==> src/rtl/tile_paint_datapath_pkg.sv <==
// rtl/tile_paint_datapath_pkg.sv - shared constants and colour lookup for the tile paint datapath
package tile_paint_datapath_pkg;

  localparam int X_W = 8;
  localparam int Y_W = 7;

  localparam int TILE_W_DEFAULT   = 40;
  localparam int TILE_H_DEFAULT   = 40;
  localparam int ORIGIN_X_DEFAULT = 40;
  localparam int ORIGIN_Y_DEFAULT = 20;

  localparam logic [2:0] COLOUR_RED    = 3'b100;
  localparam logic [2:0] COLOUR_GREEN  = 3'b010;
  localparam logic [2:0] COLOUR_BLUE   = 3'b001;
  localparam logic [2:0] COLOUR_YELLOW = 3'b110;
  localparam logic [2:0] FLASH_COLOUR  = 3'b111;

  function automatic logic [2:0] base_colour(input logic [1:0] idx);
    logic [2:0] c;
    case (idx)
      2'd0:    c = COLOUR_RED;
      2'd1:    c = COLOUR_GREEN;
      2'd2:    c = COLOUR_BLUE;
      default: c = COLOUR_YELLOW;
    endcase
    return c;
  endfunction

endpackage

==> src/rtl/tile_paint_datapath_lfsr16.sv <==
// rtl/tile_paint_datapath_lfsr16.sv - 16-bit Fibonacci LFSR (taps 16,14,13,11) with lock-up recovery
module lfsr16 #(
  parameter logic [15:0] SEED = 16'hACE1
) (
  input  logic        clock,
  input  logic        reset,
  input  logic        en,
  output logic [15:0] q
);

  logic [15:0] q_q;
  logic [15:0] q_d;

  // The all-zero state would lock up, so it is reloaded regardless of en.
  always_comb begin
    q_d = q_q;
    if (q_q == 16'd0) begin
      q_d = SEED;
    end else if (en) begin
      q_d = {q_q[14:0], q_q[15] ^ q_q[13] ^ q_q[12] ^ q_q[10]};
    end
  end

  always_ff @(posedge clock) begin
    if (reset) begin
      q_q <= SEED;
    end else begin
      q_q <= q_d;
    end
  end

  assign q = q_q;

endmodule

==> src/rtl/tile_paint_datapath.sv <==
// rtl/tile_paint_datapath.sv - tile index/colour, paint counter and registered VGA pixel output
module tile_paint_datapath
  import tile_paint_datapath_pkg::*;
#(
  parameter int          TILE_W    = TILE_W_DEFAULT,
  parameter int          TILE_H    = TILE_H_DEFAULT,
  parameter int          ORIGIN_X  = ORIGIN_X_DEFAULT,
  parameter int          ORIGIN_Y  = ORIGIN_Y_DEFAULT,
  parameter logic [15:0] LFSR_SEED = 16'hACE1
) (
  input  logic           clock,
  input  logic           reset,
  input  logic           ld_tile,
  input  logic           rand_sel,
  input  logic           keep_tile,
  input  logic [1:0]     tile_num,
  input  logic           ld_flash,
  input  logic           random_en,
  input  logic           counter_en,
  input  logic           write_en,
  output logic [X_W-1:0] x,
  output logic [Y_W-1:0] y,
  output logic [2:0]     colour,
  output logic           plot,
  output logic           tile_done,
  output logic [1:0]     cur_tile
);

  localparam int CX_W = $clog2(TILE_W);
  localparam int CY_W = $clog2(TILE_H);
  localparam logic [CX_W-1:0] CX_LAST = CX_W'(TILE_W - 1);
  localparam logic [CY_W-1:0] CY_LAST = CY_W'(TILE_H - 1);

  logic [15:0]     lfsr;
  logic [1:0]      cur_tile_q, cur_tile_d;
  logic [2:0]      colour_reg_q, colour_reg_d;
  logic [CX_W-1:0] cx_q, cx_d;
  logic [CY_W-1:0] cy_q, cy_d;
  logic [X_W-1:0]  x_q, x_d;
  logic [Y_W-1:0]  y_q, y_d;
  logic [2:0]      colour_q, colour_d;
  logic            plot_q, plot_d;
  logic            tile_done_q, tile_done_d;
  logic [X_W-1:0]  pix_x;
  logic [Y_W-1:0]  pix_y;
  logic            at_last;

  lfsr16 #(.SEED(LFSR_SEED)) u_lfsr (
    .clock (clock),
    .reset (reset),
    .en    (random_en),
    .q     (lfsr)
  );

  assign at_last = (cx_q == CX_LAST) && (cy_q == CY_LAST);

  // Column comes from idx[0], row from idx[1].
  assign pix_x = X_W'(ORIGIN_X) + (cur_tile_q[0] ? X_W'(TILE_W) : X_W'(0)) + X_W'(cx_q);
  assign pix_y = Y_W'(ORIGIN_Y) + (cur_tile_q[1] ? Y_W'(TILE_H) : Y_W'(0)) + Y_W'(cy_q);

  always_comb begin
    cur_tile_d   = cur_tile_q;
    colour_reg_d = colour_reg_q;
    cx_d         = cx_q;
    cy_d         = cy_q;

    if (ld_tile) begin
      if (rand_sel) begin
        cur_tile_d = lfsr[1:0];
      end else if (!keep_tile) begin
        cur_tile_d = tile_num;
      end
      colour_reg_d = base_colour(cur_tile_d);
      cx_d         = '0;
      cy_d         = '0;
    end else if (counter_en) begin
      if (cx_q == CX_LAST) begin
        cx_d = '0;
        cy_d = (cy_q == CY_LAST) ? '0 : cy_q + 1'b1;
      end else begin
        cx_d = cx_q + 1'b1;
      end
    end

    if (ld_flash) begin
      colour_reg_d = FLASH_COLOUR;
    end
  end

  // Output stage presents the pixel addressed by the counter before it advances.
  always_comb begin
    x_d         = x_q;
    y_d         = y_q;
    colour_d    = colour_q;
    plot_d      = write_en;
    tile_done_d = write_en && counter_en && !ld_tile && at_last;
    if (write_en) begin
      x_d      = pix_x;
      y_d      = pix_y;
      colour_d = colour_reg_q;
    end
  end

  always_ff @(posedge clock) begin
    if (reset) begin
      cur_tile_q   <= '0;
      colour_reg_q <= '0;
      cx_q         <= '0;
      cy_q         <= '0;
      x_q          <= '0;
      y_q          <= '0;
      colour_q     <= '0;
      plot_q       <= 1'b0;
      tile_done_q  <= 1'b0;
    end else begin
      cur_tile_q   <= cur_tile_d;
      colour_reg_q <= colour_reg_d;
      cx_q         <= cx_d;
      cy_q         <= cy_d;
      x_q          <= x_d;
      y_q          <= y_d;
      colour_q     <= colour_d;
      plot_q       <= plot_d;
      tile_done_q  <= tile_done_d;
    end
  end

  assign x         = x_q;
  assign y         = y_q;
  assign colour    = colour_q;
  assign plot      = plot_q;
  assign tile_done = tile_done_q;
  assign cur_tile  = cur_tile_q;

endmodule

==> config.mk <==
export PLATFORM = sky130hd
export DESIGN_NAME = tile_paint_datapath
export DESIGN_NICKNAME = d
export VERILOG_FILES = /design/src/rtl/tile_paint_datapath_pkg.sv /design/src/rtl/tile_paint_datapath_lfsr16.sv /design/src/rtl/tile_paint_datapath.sv
export SDC_FILE = /design/constraint.sdc
export NUM_CORES = 1
export LEC_CHECK = 0
export ABC_CLOCK_PERIOD_IN_PS = 1900
export CAP_MARGIN = 20
export CORE_AREA = 3 3 70 72
export DETAILED_ROUTE_END_ITERATION = 6
export DIE_AREA = 0 0 73 75
export GPL_ROUTABILITY_DRIVEN = 0
export GPL_TIMING_DRIVEN = 0
export PLACE_DENSITY = 0.75
export SLEW_MARGIN = 20
export SYNTH_ARGS = -nofsm -noshare
export SYNTH_HDL_FRONTEND = slang
export SYNTH_SLANG_ARGS = --single-unit
==> constraint.sdc <==
create_clock -name clock -period 1.9 [get_ports clock]
set_clock_uncertainty 0.2 [all_clocks]
set_input_delay 0.57 -clock clock [delete_from_list [all_inputs] [get_ports clock]]
set_output_delay 0.57 -clock clock [all_outputs]
set_load 0.1 [all_outputs]
# Word level (Yosys, flattened, before mapping)
# Cells that the tools add are included.
[totals]
register_bits = 53
input_bits = 11
output_inout_bits = 22
word_cells = 44
[classes]
n_addsub = 6
eq_ne = 4
mux = 10
bitwise_logic = 3
reduce_logical = 11
[ops]
columns = ["cell", "n"]
rows = [
  ["$mux W6", 4],
  ["$logic_not A16 Y1", 1],
  ["$add A6 B1 Y6 const B", 2],
  ["$eq A6 B6 Y1 const B", 2],
  ["$pmux W3 S3", 1],
  ["$add A7 B6 Y8", 1],
  ["$add A5 B6 Y7 const A", 1],
  ["$add A6 B6 Y7 const A", 1],
  ["$add A7 B6 Y7", 1],
  ["$mux W2", 3],
  ["$mux W3", 2],
  ["$logic_and A1 B1 Y1", 4],
  ["$reduce_or A2 Y1", 2],
  ["$xor A1 B1 Y1", 3],
  ["$eq A2 B1 Y1 const B", 1],
  ["$eq A2 B2 Y1 const B", 1],
  ["$logic_not A2 Y1", 1],
  ["$reduce_and A2 Y1", 1],
  ["$reduce_bool A2 Y1", 1],
  ["$logic_not A1 Y1", 1],
]

# Longest topological paths before layout
[logic_depth]
word_depth = 7
depth_mapped = 8

# Cells and area by module
# A second synthesis with hierarchy kept.
[unflattened]
hier_cells = 241
hier_area_um2 = 2327.2
[by_module_without_submodules]
columns = ["module", "instances", "cells_per_inst", "area_per_inst_um2", "seq_area_each_um2"]
rows = [
  ["tile_paint_datapath", 1, 181, 1692.9, 740.7],
  ["lfsr16", 1, 60, 634.4, 320.3],
]

# Worst setup path after synthesis
# OpenSTA, ideal clock, no wires.
[synth_timing]
kind = "flip-flop to flip-flop"
startpoint = "register cur_tile_q[0], in the netlist cur_tile[0]"
endpoint = "register x_q[5], in the netlist x[5]"
setup_ps = 128
t_arrival_ps = 1947
required_ps = 1572
path_slack_ps = -375
stages_incl_launch_ff = 8
path_buffers = 0
synth_period_minus_slack_ps = 2275
cell_sequence = "dfxtp_1 > inv_1 > ha_1 > inv_1 > ha_1 > ha_1 > mux2i_1 > nor2_1"
[synth_between]
elab_chain_cells = 3
[synth_lines]
columns = ["item", "line_no", "rtl"]
rows = [
  ["from (decl)", "tile_paint_datapath.sv:35", "logic [1:0] cur_tile_q, cur_tile_d;"],
  ["from (signal assigned)", "tile_paint_datapath.sv:116", "cur_tile_q <= cur_tile_d;"],
  ["$mux W6", "tile_paint_datapath.sv:58", "assign pix_x = X_W'(ORIGIN_X) + (cur_tile_q[0] ? X_W'(TILE_W) : X_W'(0)) + X_W'(cx_q);"],
  ["$add A6 B6 Y7", "tile_paint_datapath.sv:58", ""],
  ["$add A7 B6 Y8", "tile_paint_datapath.sv:58", ""],
  ["via pix_x[5]", "tile_paint_datapath.sv:44", "logic [X_W-1:0] pix_x;"],
  ["to (signal assigned)", "tile_paint_datapath.sv:110", "x_q <= '0;"],
  ["to (signal assigned)", "tile_paint_datapath.sv:120", "x_q <= x_d;"],
  ["to (decl)", "tile_paint_datapath.sv:39", "logic [X_W-1:0] x_q, x_d;"],
]
# The timed path passes the listed nets, and every way through them passes these cells.
# A chain may end at the register's enable or synchronous reset.

# Worst setup path in the final report
[layout_timing]
startpoint = "input reset"
endpoint = "register u_lfsr.q_q[0], in the netlist u_lfsr.q[0]"
[layout_between]
elab_chain_cells = 1
[layout_lines]
columns = ["item", "line_no", "rtl"]
rows = [
  ["from (decl)", "tile_paint_datapath.sv:12", "input logic reset,"],
  ["$reduce_or A2 Y1 (no line)", "--", ""],
  ["to (signal assigned)", "tile_paint_datapath_lfsr16.sv:28", "q_q <= q_d;"],
  ["to (decl)", "tile_paint_datapath_lfsr16.sv:11", "logic [15:0] q_q;"],
]
# No other way between the ends.

==> results.cfg <==
[run_status]
outcome = complete, no violations

[drt]
drcViolationCount = 0
dr_total_vias = 1827
routedWlPerCell_um = 13.99
ant_nets = 0
met1_length_um = 2185
wl_um = 4588
wl_met2_um = 2136
routed-wl-met3_um = 239
routed_via_density = 5.570
dr.max_layer_used = met4
drt_iter0_drc = 78
drt_first_pass_iters = 4

[flow_run]
maxCapViolCount = 0

[power]
vdd_ir_drop_max_v = 0.0004206
fin_total_pwr_mw = 2.200
leakagePower_nw = 1.199
powerDensity_mw_per_mm2 = 807.9

[setup_path]
r2r_end = cy_q[4]$_SDFFE_PP0P_
cp_num_buf_inv = 2
slowest_stage = clkdlybuf4s50_1
r2r-start = cx_q[4]$_SDFFE_PP0P_
slowest_delay_ns = 0.43
crit_path_max_fanout = 10
required_ns = 1.90
r2r_cells = 4
worst_path_dominant_cell_family = buffers and inverters
path_cells = clkdlybuf4s50_1 -> clkbuf_2 -> a41o_1 -> a211o_1
arrival_ns = 1.86
start_kind = input port
r2r_slack_ns = 0.11
path_class = in2reg
crit_path_end_kind = flop

[floorplan]
rows = 24
core_mm2 = 0.004354
ios = 33
floorplan.initialDensity = 0.5356
die_h_um = 75
die_w_um = 73
dieArea_mm2 = 0.005475

[clock_tree]
numCtsBuffers = 5
cts-resized-gates = 123
cts_sinks = 53
clock-root-buffer = clkbuf_8
ctsLongestPathBuffers = 2
clk_pin_slew_ns = 0.09
cts_tree = done
cts_hold_buf = 0
cts-htree-levels = 2
clk_latency_ns = 0.30
cts_setup_buffers = 0

[place]
dp_slack_ns = -0.5657
place_area_mm2 = 0.002693
dp_cells = 321
post-dp-hpwl_um = 3309
io_buffers = 29

[timing]
fin_ws_ns = 0.04188
worstMarginPinSlew_ns = 0.5497
setup_viol = 0
slew_viol_final = 0
finalHoldViolations = 0
tns_ns = 0
fin_crit_sh = 0.9780
fmax_ghz = 0.5382
min_period_ns = 1.858
whs_ns = 0.2888
maxSlewHeadroom = 0.6301
rsz0062_at_grt = false

[synth]
postSynthCellCount = 240
syn-num-nets = 262
ys_ff_latch = 53
syn_area_per_cell_um2 = 9.718
yosysWarnings = 0
netlist_area_mm2 = 0.002332
ys_types = 40
ys_seq_area_frac = 0.4549

[worst_hold_path]
hold_path_class = reg2reg
hp-start = y[2]$_SDFFE_PP0P_
min_to = y[2]$_SDFFE_PP0P_
holdPathStages = 2

[grt]
antenna_found_initial = 0
grt_max_degree = 16
grt_pass1_wl_um = 7472
grt_pass1_vias = 1598
gr-total-overflow = 0
grtUsageTotal = 0.1750

[finish]
area_delta_synth_final_pct = 16.74
fin_util = 0.6253
layout-drive-gt1-share = 0.1703
layout.cells.most_common_list = 50 x dfxtp_1, 32 x mux2i_1, 31 x nor2_1, 21 x buf_2, 13 x nand2_1
final_area_mm2 = 0.002723
layoutNonFillerInstCount = 328
final_nets = 298
final_common_cell = dfxtp_1
antennaDiodeCount = 0
fillers = 392
[synthesized netlist by cell type (all sizes together)]
library cell	count	area share
dfxtp	53	0.45
mux2i	32	0.14
nor2	31	0.050
nand2	13	0.021
ha	10	0.054
inv	10	0.016
a21oi	9	0.019
xnor2	7	0.026
a211oi	6	0.019
clkbuf	6	0.0097
o21ai	6	0.013
buf	5	0.013
nand3	5	0.011
nor2b	5	0.013
a211o	4	0.015
nor4	4	0.011
a21o	3	0.0097
and3	3	0.0080
nand4	3	0.0080
nor3	2	0.0043
nor3b	2	0.0086
o31ai	2	0.0064
or3	2	0.0054
or3b	2	0.0075
or4	2	0.0064
xor2	2	0.0075
a2111o	1	0.0048
a311oi	1	0.0038
a31o	1	0.0038
a41o	1	0.0043
a41oi	1	0.0038
and2	1	0.0027
fa	1	0.0086
nand2b	1	0.0027
nor4bb	1	0.0043
o311ai	1	0.0038
or2	1	0.0027
[power by group]
group	switching (mW)	total, mW	internal, mW	leakage [nW]
Combinational	0.248	0.357	0.109	0.719
Sequential	0.0364	1.19	1.16	0.436
Clock	0.360	0.649	0.289	0.0433
Total	0.644	2.20	1.56	1.20
[layer usage]
metal | vias to the layer above | track usage
met5 | - | 0
met4 | 0 | 0.05328
met3 | 4 | 0.04539
met2 | 47 | 0.2731
met1 | 855 | 0.2386
li1 | 921 | -
[cell type report]
type	count	area (um2)	share of cell area
sequential	53	1070	0.3929
buffer	11	56.30	0.02068
timing repair buffer	29	186.4	0.06847
clock buffer	6	82.58	0.03033
clock inverter	1	7.507	0.002757
multi-input combinational	166	1217	0.4472
tap	52	65.06	0.02390
inverter	10	37.54	0.01379
[tightest hold or removal path, stage by stage, from the launching register on]
cell and delay, ns:
dfxtp_1 0.32, nor2_1 0.08, a211oi_1 0.05
[state kept, by name (all words and copies together), names as in the netlist]
signal,count
u_lfsr.q,16
x,8
y,7
cx_q,6
cy_q,6
colour,3
colour_reg_q,3
cur_tile,2
plot,1
tile_done,1
[logic make-up after synthesis]
logic type      count (synthesis)  share of synthesized area
buf+inv                        21                    0.03862
xor+xnor                        9                    0.03380
mux                            32                     0.1373
flops                          53                     0.4549
simple gates                   78                     0.1663
compound gates                 36                     0.1068
fa+ha+maj                      11                    0.06223
[worst max path at each step]
stage	startpoint	end	slack [ns]	cells past startpoint
finish	reset	u_lfsr.q[0]$_SDFFE_PP1P_	0.04	4
global route	cx_q[4]$_SDFFE_PP0P_	cy_q[4]$_SDFFE_PP0P_	0.0003	4
CTS	cur_tile[0]$_SDFFE_PP0P_	cur_tile[0]	0.008	1
detailed placement	counter_en	cy_q[4]$_SDFFE_PP0P_	-0.57	4
global placement	counter_en	cy_q[4]$_SDFFE_PP0P_	-0.52	4
floorplan	cur_tile[1]$_SDFFE_PP0P_	colour_reg_q[2]$_SDFFE_PP0P_	0.007	5
Power figures use the tool's default switching activity.
